File: config.mk
export PLATFORM = sky130hd
export DESIGN_NAME = pad_supply_seq
export DESIGN_NICKNAME = d
export VERILOG_FILES = /design/src/rtl/pad_supply_seq.sv
export SDC_FILE = /design/constraint.sdc
export NUM_CORES = 1
export LEC_CHECK = 0
export ABC_AREA = 1
export CORE_MARGIN = 4
export CORE_UTILIZATION = 52
export CTS_CLUSTER_SIZE = 14
export DETAILED_ROUTE_END_ITERATION = 16
export HOLD_SLACK_MARGIN = 0.15
export PLACE_DENSITY = 0.73
export SETUP_SLACK_MARGIN = 0.05
export SLEW_MARGIN = 10
export SYNTH_ARGS = -nofsm -noshare
export SYNTH_HDL_FRONTEND = slang
export SYNTH_SLANG_ARGS = --single-unit
export TNS_END_PERCENT = 1
File: constraint.sdc
create_clock -name CLK -period 1.3 [get_ports CLK]
set_input_delay 0.26 -clock CLK [delete_from_list [all_inputs] [get_ports CLK]]
set_output_delay 0.26 -clock CLK [all_outputs]
set_load 0.01 [all_outputs]
File: src/rtl/pad_supply_seq.sv
// Pad-ring supply sequencer: IO supply first, then core, settle, then release pads.
// Optional sticky fault on supply loss in ACTIVE: define PAD_SEQ_FAULT_LATCH_EN.
module pad_supply_seq #(
    parameter int unsigned DBNC_CYC   = 16,
    parameter int unsigned SETTLE_CYC = 64
) (
    input  logic       CLK,
    input  logic       RN,
    input  logic       DVDD_OK,
    input  logic       VDD_OK,
    input  logic       CLR_FAULT,
    output logic       ISO_N,
    output logic       OE_EN,
    output logic       POR_N,
    output logic [2:0] STATE,
    output logic       FAULT
);

    typedef enum logic [2:0] {
        ST_OFF       = 3'd0,
        ST_WAIT_DVDD = 3'd1,
        ST_WAIT_VDD  = 3'd2,
        ST_SETTLE    = 3'd3,
        ST_ACTIVE    = 3'd4,
        ST_FAULT     = 3'd5
    } state_e;

    localparam logic [7:0] DBNC_MAX    = 8'(DBNC_CYC);
    localparam logic [9:0] SETTLE_LAST = 10'(SETTLE_CYC - 1);

    state_e     state_q, state_d;
    logic [1:0] meta_q, sync_q;
    logic [7:0] dbnc_q [2];
    logic [7:0] dbnc_d [2];
    logic [1:0] acc;
    logic [9:0] settle_q, settle_d;
    logic       iso_q, oe_q, por_q;
    logic       both_ok;

    // Bit 0 tracks DVDD_OK, bit 1 tracks VDD_OK.
    always_ff @(posedge CLK or negedge RN) begin
        if (!RN) begin
            meta_q <= '0;
            sync_q <= '0;
        end else begin
            meta_q <= {VDD_OK, DVDD_OK};
            sync_q <= meta_q;
        end
    end

    // Accepted flag is qualified by the live sync bit so a low cycle drops it immediately.
    always_comb begin
        acc = '0;
        for (int unsigned i = 0; i < 2; i++) begin
            dbnc_d[i] = '0;
            if (sync_q[i]) begin
                dbnc_d[i] = (dbnc_q[i] == DBNC_MAX) ? dbnc_q[i] : dbnc_q[i] + 8'd1;
            end
            acc[i] = sync_q[i] && (dbnc_q[i] == DBNC_MAX);
        end
    end

    assign both_ok = acc[0] & acc[1];

    always_comb begin
        state_d  = state_q;
        settle_d = '0;
        case (state_q)
            ST_OFF:       state_d = ST_WAIT_DVDD;
            ST_WAIT_DVDD: if (acc[0]) state_d = ST_WAIT_VDD;
            ST_WAIT_VDD: begin
                if (!acc[0])     state_d = ST_WAIT_DVDD;
                else if (acc[1]) state_d = ST_SETTLE;
            end
            ST_SETTLE: begin
                if (!both_ok) begin
                    state_d = ST_WAIT_DVDD;
                end else if (settle_q == SETTLE_LAST) begin
                    state_d = ST_ACTIVE;
                end else begin
                    settle_d = settle_q + 10'd1;
                end
            end
            ST_ACTIVE: begin
                if (!both_ok) begin
`ifdef PAD_SEQ_FAULT_LATCH_EN
                    state_d = ST_FAULT;
`else
                    state_d = ST_WAIT_DVDD;
`endif
                end
            end
`ifdef PAD_SEQ_FAULT_LATCH_EN
            ST_FAULT: if (CLR_FAULT) state_d = ST_WAIT_DVDD;
`endif
            default:      state_d = ST_OFF;
        endcase
    end

    // Enables are decoded from the next state so all three change on the same edge.
    always_ff @(posedge CLK or negedge RN) begin
        if (!RN) begin
            state_q   <= ST_OFF;
            settle_q  <= '0;
            dbnc_q[0] <= '0;
            dbnc_q[1] <= '0;
            iso_q     <= 1'b0;
            oe_q      <= 1'b0;
            por_q     <= 1'b0;
        end else begin
            state_q   <= state_d;
            settle_q  <= settle_d;
            dbnc_q[0] <= dbnc_d[0];
            dbnc_q[1] <= dbnc_d[1];
            iso_q     <= (state_d == ST_SETTLE) || (state_d == ST_ACTIVE);
            oe_q      <= (state_d == ST_ACTIVE);
            por_q     <= (state_d == ST_ACTIVE);
        end
    end

`ifdef PAD_SEQ_FAULT_LATCH_EN
    logic fault_q;

    always_ff @(posedge CLK or negedge RN) begin
        if (!RN) fault_q <= 1'b0;
        else     fault_q <= (state_d == ST_FAULT);
    end

    assign FAULT = fault_q;
`else
    logic unused_clr_fault;

    assign unused_clr_fault = CLR_FAULT;
    assign FAULT            = 1'b0;
`endif

    assign ISO_N = iso_q;
    assign OE_EN = oe_q;
    assign POR_N = por_q;
    assign STATE = state_q;

endmodule

======== After elaboration in Yosys (flattened, before gate mapping) ========
Cells that the tools add are included.
cells by class
  $lt $le $gt $ge ......................... 0
  add/subtract/negate cells ............... 3
  $mul .................................... 0
  bitwise operators ....................... 1
  multiplexer cells ....................... 14
  divide/modulo/power cells ............... 0
  equality and inequality tests ........... 11
  shift operators ......................... 0
  reduce and logical (&&, ||, !) cells .... 4
operators by type and width
  operator                                              number
  two-way mux 8 bit                                     4
  two-way mux 10 bit                                    3
  two-way mux 3 bit                                     6
  adder 8 x 1 -> 8 bit, second input constant           2
  equality test 8 x 5 -> 1 bit, second input constant   2
  case mux 3 bit (5 select lines)                       1
  adder 10 x 1 -> 10 bit, second input constant         1
  equality test 10 x 6 -> 1 bit, second input constant  1
  equality test 3 x 2 -> 1 bit, second input constant   3
  equality test 3 bit, second input constant            2
  inequality test 2 bit, second input constant          2
  equality test 3 x 1 -> 1 bit, second input constant   1
  logical NOT 3 bit                                     1
  logical AND 1 bit                                     2
  AND 1 bit                                             1
  logical OR 1 bit                                      1
word-level totals
  input bits .............................. 5
  ROM bits ................................ 0
  logic and storage cells ................. 41
  memories ................................ 0
  bits in latches ......................... 0
  RAM bits ................................ 0
  register bits ........................... 35
  output and inout port bits .............. 7

======== Longest topological paths before layout ========
Gate-level depths: netlist of run 1.
  depth in word-level cells ............... 7
  gate-level depth with buffers ........... 11

======== Worst setup path before layout of run 1 ========
OpenSTA, ideal clock, no wires.
  path kind ............................... reg2reg
  start point ............................. reg dbnc_q[8] in the netlist's numbering
  end point ............................... reg iso_q (netlist: ISO_N)
  setup slack ............................. -76 ps
  stages on the path, launching flop included .. 12
  required time ........................... 1,183 ps
  path buffers ............................ 0
  data arrival time ....................... 1,260 ps
  period minus slack after synthesis ...... 1,376 ps
  path through ............................ dfrtp_1 inv_1 ha_1 nand2_1 nor2_1 nand3_2 clkinv_2 nand2_2 nand2_1 nand3_2 nand2_2 nand2_2
on the way
  longest elaborated chain between the ends .. 7
  elaborated cells between the ends (all ways) .. 11
  those cells by class .................... 3 x eq/ne; 5 x mux; 1 x bitwise; 2 x reduce/logical
ends and longest elaborated chain
  what                                                                        line    source
  from (decl)                                                                 33      logic [7:0] dbnc_q [2];
  equality test 8 x 5 -> 1 bit *                                              59      acc[i] = sync_q[i] && (dbnc_q[i] == DBNC_MAX);
  logical AND 1 bit *                                                         59
  AND 1 bit                                                                   63      assign both_ok = acc[0] & acc[1];
  two-way mux 3 bit, on equally long branches                                 85, 76
  case mux 3 bit (5 select lines) *                                           68      case (state_q)
  named net state_d[0]                                                        31      state_e state_q, state_d;
  equality test 3 x 2 -> 1 bit / equality test 3 bit (equally long branches)  115     iso_q <= (state_d == ST_SETTLE) || (state_d == ST_ACTIVE);
  logical OR 1 bit *                                                          115
  to (signal assigned)                                                        115
  to (decl)                                                                   37      logic iso_q, oe_q, por_q;
Mark *: on every way through the listed nets, which the timed path passes. The rest lies on a longest branch.
A chain may end at the register's enable or synchronous reset.

======== Worst setup path after layout of run 1 ========
  start point ............................. reg dbnc_q[9] in the netlist's numbering
  end point ............................... reg settle_q[8]
on the way
  longest elaborated chain between the ends .. 5
ends and longest elaborated chain
  what                          line  source
  equality test 8 x 5 -> 1 bit  59
  logical AND 1 bit             59
  AND 1 bit                     63
  two-way mux 10 bit            76    if (!both_ok) begin
  two-way mux 10 bit            68
  named net settle_d[8]         36    logic [9:0] settle_q, settle_d;
  to (signal assigned)          112   settle_q <= settle_d;
  to (decl)                     36
The timed path passes the listed nets, and every way through them passes these cells.

==> impl_metrics.yaml, run 1 <==
synthesis:
  ys_types: 29
  ys_warn_count: 0
  yosysTopAreaCell: "dfrtp_1"
  syn_area_sq_um: 1750
  syn_area_per_cell_sq_um: 8.57
  synth-seq-area-share: 0.501
  synth_nets: 214
  synth_cells: 204
  synth_top_cell_area_share: 0.501
  ys_seq_elements: 35
  synth_area_leaders: "dfrtp_1 50%, nand2_1 7.3%, inv_1 6.7%"
run_status:
  violations: "negative setup slack"
  status: "finished, violations left"
job:
  cap_violations: 0
sta:
  rsz0062_at_grt: "true"
  fin_ws_ns: -0.229
  period_needed_ns: 1.53
  hold_viol_final: 0
  finClkSkew_ns: 0.00707
  post-route-period-util: 1.18
  fin_tns_setup_ns: -2.36
  fmax_mhz: 654
  finalSetupViolCount: 17
  drv_slew: 0
placement:
  detailed_place.area_sq_um: 2050
  placed_cells: 276
  hpwl_um: 2650
  io_buffer_count: 9
  place_congestion: 0.758
clock_tree:
  clockBufferDepth: 2
  root_buffer: "clkbuf_4"
  path_clk_slew_ns: 0.11
  clock-sinks: 35
  cts-hold-fix-buffers: 0
  cts_buffers: 5
  htree_levels: 2
  cts_tree: "built"
  insertion_delay_ns: 0.34
routing:
  drt_wl_total_um: 3630
  drt_iter0_markers: 69
  ant_nets: 0
  via_per_inst: 5.08
  firstDrtPassIters: 4
  wl_per_cell_um: 12.6
  via_count: 1462
  drc_errors: 0
floorplanning:
  die_area_sq_um: 4360
  start_util: 0.559
  die_h_um: 66
  die_w_um: 66
  rows: 20
  num_io_pins: 12
  coreArea_sq_um: 3130
grt:
  track_usage: 0.187
  grtUsageMet3: 0.0493
  top_usage_layer: "met2"
  grt_pass1_wl_um: 6100
  use_met1: 0.180
  grt_pass1_vias: 1544
  grtUsageMet2: 0.354
  grt_max_degree: 36
  overflow: 0
  antenna_found_initial: 0
final_layout:
  num-nets-final: 253
  multi_input_area_sq_um: 792
  instances_no_fill: 288
  seq_area_sq_um: 876
  drive_above_1_share: 0.307
  fillers: 246
  area_growth_pct: 24.3
  final_area_sq_um: 2170
  antenna_cells: 0
setup_path:
  r2r-start: "dbnc_q[9]"
  path_max_fanout: 3
  crit_path_cell_trace: "inv_2 > ha_1 > nand2_1 > nor2_2 > nand3_2 > clkinv_2 > nand2_2 > nor2_2 > nand2_1 > nor2_1"
  critPathKind: "reg -> reg"
  crit_path_max_incr_delay_ns: 0.42
  crit_path_end_kind: "flip-flop"
  rr_worst_depth: 10
  path_buf_inv: 2
  arrival_ns: 1.79
  worstReg2RegEnd: "settle_q[8]"
  cp_top_family: "simple AND/OR/NAND/NOR gates"
  r2r_slack_ns: -0.23
  crit_path_start_kind: "flip-flop"
  critical_path.startpoint: "dbnc_q[9]"
  slowest_stage: "dfrtp_1"
  required_ns: 1.56
  path_depth: 10
  endpoint: "settle_q[8]"
power_and_ir_drop:
  ir_drop_v: 0.000762
  leakage_nw: 1.09
  power.density_nw_per_um2: 850
hold_path:
  hp-class: "in -> async"
[per-stage QoR]
| stage | worst slack, ns | hold slack (ns) | total power, W | utilization |
|---|---|---|---|---|
| floorplan | -0.0354 | -0.0356 | 0.00120 | - |
| global placement | -0.118 | 0.336 | 0.00128 | 0.656 |
| detailed placement | -0.163 | 0.340 | 0.00129 | 0.656 |
| CTS | -0.162 | 0.289 | 0.00185 | 0.689 |
| global route | -0.348 | 0.297 | 0.00194 | 0.695 |
| finish | -0.229 | 0.286 | 0.00185 | 0.695 |
[how the worst min path moves through the flow]
stage,start,to,cells past startpoint
after floorplan,RN,ISO_N,0
after global placement,meta_q[0],sync_q[0],0
after detailed placement,meta_q[1],sync_q[1],0
after CTS,RN,STATE[2],2
after global routing,RN,dbnc_q[7],2
final,RN,STATE[1],2
[registers in the layout (all words and copies together) (netlist names)]
name	flops
dbnc_q	16
settle_q	10
STATE	3
meta_q	2
sync_q	2
ISO_N	1
POR_N	1
[where the power goes]
part           leakage [nW]  switching [W]  internal [W]  total, W
clock                0.0293       0.000351      0.000211  0.000561
sequential            0.469      0.0000180       0.00111   0.00113
combinational         0.590      0.0000883     0.0000722  0.000161
[cells in the final DEF, fill, tap and decap left out, types with 2 or more instances in the layout]
master           count
dfrtp_1             35
nand2_1             32
inv_1               26
buf_4               23
nor2_1              22
a21oi_1             11
inv_2                8
o21ai_0              8
nor2_2               6
nand2_2              6
nand3_1              6
nand3_2              5
clkbuf_4             5
o21ai_1              4
ha_1                 4
nor3_1               3
nor3b_2              3
clkdlybuf4s50_1      3
buf_2                3
clkinv_2             2
nor2_4               2
nand2_4              2
xor2_1               2
nand4_1              2
a31oi_1              2
nor3_2               2
clkbuf_1             2
clkbuf_2             2
[layout make-up]
cell class                      count  share of cell area
Clock buffer                        7              0.0207
Clock inverter                      1             0.00230
Inverter                           35              0.0610
Multi-Input combinational cell    132               0.364
Sequential cell                    35               0.403
Tap cell                           44              0.0253
Timing Repair Buffer               34               0.124
[synthesized netlist by cell type]
cell type / count
nand3b_4: 1
nor2_2: 3
nor2_1: 26
nand3_2: 3
inv_2: 3
a21oi_1: 11
nand2_4: 2
nor3b_1: 2
nand4_1: 2
a211oi_1: 1
o21ai_0: 12
nor3_1: 5
nor3b_2: 2
inv_1: 31
nor4_1: 1
conb_1: 1
nand3_1: 9
nand2_1: 34
nor3_2: 1
xor2_1: 2
xnor2_1: 1
clkinv_2: 1
buf_4: 2
ha_1: 5
dfrtp_1: 35
a31oi_1: 2
and3_1: 1
nor2_4: 1
nand2_2: 4
[timing repair]
| item | 4_1_cts | 5_1_grt |
|---|---|---|
| gates resized for setup | 24 | 19 |
| setup endpoints to repair | 29 | 34 |
| pin swaps | 1 | 3 |
| buffers inserted | 4 | 0 |
[metal layers]
metal | vias to the layer above | routed length [um] | share of wire
li1 | 725 | - | -
met3 | 12 | 145 | 0.040
met4 | 0 | 114 | 0.031
met1 | 692 | 1390 | 0.38
met5 | - | 0 | 0
met2 | 33 | 1980 | 0.55
[kinds of logic after synthesis]
family | after synthesis | synth area share
AOI/OAI and AO/OA | 26 | 0.0773
xor gates and xnor gates | 3 | 0.0150
adders and majority gates | 5 | 0.0358
buffers and inverters | 37 | 0.0844
DFF | 35 | 0.501
other | 1 | 0.00214
and+or+nand+nor | 97 | 0.285
Note: power is estimated with default switching activity, not from simulation.
==> run 2, diff against run 1 <==
--- a/config.mk
+++ b/config.mk
@@ -6,12 +6,12 @@
 export NUM_CORES = 1
 export LEC_CHECK = 0
 export ABC_AREA = 1
-export CORE_MARGIN = 4
-export CORE_UTILIZATION = 52
+export CORE_ASPECT_RATIO = 1.2
+export CORE_UTILIZATION = 62
 export CTS_CLUSTER_SIZE = 14
 export DETAILED_ROUTE_END_ITERATION = 16
 export HOLD_SLACK_MARGIN = 0.15
-export PLACE_DENSITY = 0.73
+export PLACE_DENSITY = 0.81
 export SETUP_SLACK_MARGIN = 0.05
 export SLEW_MARGIN = 10
 export SYNTH_ARGS = -nofsm -noshare
==> constraint.sdc (replaced) <==
create_clock -name CLK -period 1.8 [get_ports CLK]
set_input_delay 0.36 -clock CLK [delete_from_list [all_inputs] [get_ports CLK]]
set_output_delay 0.36 -clock CLK [all_outputs]
set_load 0.01 [all_outputs]
==> impl_metrics.yaml, run 2 (synthesized netlist as in run 1, its figures left out) <==
run_status:
  status: "finished clean"
final_layout:
  num-nets-final: 229
  final_common_cell: "dfrtp_1"
  area_growth_pct: 9.44
  seq_area_sq_um: 876
  antenna_cells: 0
  drive_above_1_share: 0.124
  fillers: 194
  final_cell_mix: "35 x dfrtp_1, 34 x nand2_1, 31 x inv_1"
  multi_input_area_sq_um: 726
  largest_reg_flops: 16
  regMostFlops: "dbnc_q"
clock_tree:
  clock-sinks: 35
  post_cts_resize_count: 0
  cts_setup_buffers: 0
  htree_levels: 2
  cts_tree: "built"
  clockBufferDepth: 2
  cts_buffers: 5
  insertion_delay_ns: 0.34
  cts-hold-fix-buffers: 0
  root_buffer: "clkbuf_4"
  path_clk_slew_ns: 0.09
routing:
  drc_errors: 0
  drt_iter0_markers: 43
  via_count: 1349
  firstDrtPassIters: 4
  via_per_inst: 5.37
  wl_per_cell_um: 12.1
  ant_nets: 0
  drt_wl_total_um: 3030
power_and_ir_drop:
  seqPwrFrac: 0.646
  swShare: 0.237
  leakage_nw: 0.956
  p_int_w: 0.000964
  power.density_nw_per_um2: 660
  power.switching_w: 0.000300
  ir_drop_v: 0.000567
  p_clk_frac: 0.301
  p_comb_frac: 0.053
placement:
  io_buffer_count: 9
  place_congestion: 0.858
  hpwl_um: 2280
setup_path:
  crit_path_cell_trace: "clkdlybuf4s50_1"
  crit_path_start_kind: "flip-flop"
  crit_path_end_kind: "output port"
  path_max_fanout: 4
  cp_top_family: "buffers and inverters"
  crit_path_max_incr_delay_ns: 0.56
  required_ns: 1.44
  critPathKind: "reg -> out"
  path_buf_inv: 1
  slowest_stage: "clkdlybuf4s50_1"
  arrival_ns: 1.31
grt:
  use_met1: 0.251
  grtUsageMet3: 0.0840
  overflow: 0
  grt_pass1_wl_um: 5220
  antenna_found_initial: 0
  track_usage: 0.242
  grtUsageMet2: 0.430
  grt_pass1_vias: 1287
  grt_max_degree: 36
  top_usage_layer: "met2"
sta:
  period_needed_ns: 1.67
  fin_tns_setup_ns: 0
  rsz0062_at_grt: "false"
  finClkSkew_ns: 0.0140
  post-route-period-util: 0.926
  finalSetupViolCount: 0
  drv_slew: 0
  fmax_mhz: 600
  hold_slack_ns: 0.356
  hold_viol_final: 0
floorplanning:
  die_area_sq_um: 3040
  start_util: 0.672
  coreArea_sq_um: 2600
  num_io_pins: 12
  die_w_um: 50.5
  rows: 20
  die_h_um: 60.2
hold_path:
  hp-class: "reg -> reg"
job:
  cap_violations: 0
==> run 2: changes by cell type in the layout (fill, tap and decap cells not counted), sizes merged <==
cell / delta
buf: -27
clkdlybuf4s50: +6
clkbuf: -3
clkdlybuf4s15: -1
clkinv: -1
==> run 2: path summary, 6_finish.rpt <==
kind / start / end / slack (ns) / cells after the start
hold / removal: meta_q[1] / sync_q[1] / 0.36 / 0
min in group asynchronous: RN / dbnc_q[5] / 0.42 / 2
setup reg to reg: dbnc_q[8] / ISO_N / 0.25 / 11
max in group asynchronous: RN / settle_q[7] / 1.07 / 2
setup / recovery: STATE[2] / STATE[2] / 0.13 / 1
hold reg to reg: meta_q[1] / sync_q[1] / 0.36 / 0
==> run 2: final cells by class <==
cell class              count  area share
multi-input cells         132       0.379
well taps                  33      0.0216
clock buffers               6      0.0216
flip-flops and latches     35       0.458
repair buffers             10      0.0510
inverters                  35      0.0693
==> run 2: metrics by stage <==
step           cells  area (sq um)  setup WS [ns]  power, W   util
6_report         251          1910          0.133   0.00126  0.736
5_1_grt          251          1910         0.0829   0.00133  0.736
4_1_cts          251          1910          0.110   0.00128  0.736
3_5_place_dp     245          1870          0.277  0.000900  0.720
3_3_place_gp     245          1870          0.331  0.000893  0.720
2_1_floorplan    204          1750          0.424  0.000866      -
==> run 2: power groups by stage <==
stage	Sequential (W)	Clock (W)	Combinational, W
after detailed placement	0.000831	0	0.0000689
after global routing	0.000819	0.000429	0.0000791
final	0.000816	0.000380	0.0000675
after floorplan	0.000827	0	0.0000390
after global placement	0.000829	0	0.0000639
after CTS	0.000816	0.000394	0.0000696
==> run 2: routing by layer <==
metal  share of wire  vias up
li1                -      668
met1            0.40      644
met2            0.54       29
met3           0.036        8
met4           0.021        0
met5               0        -
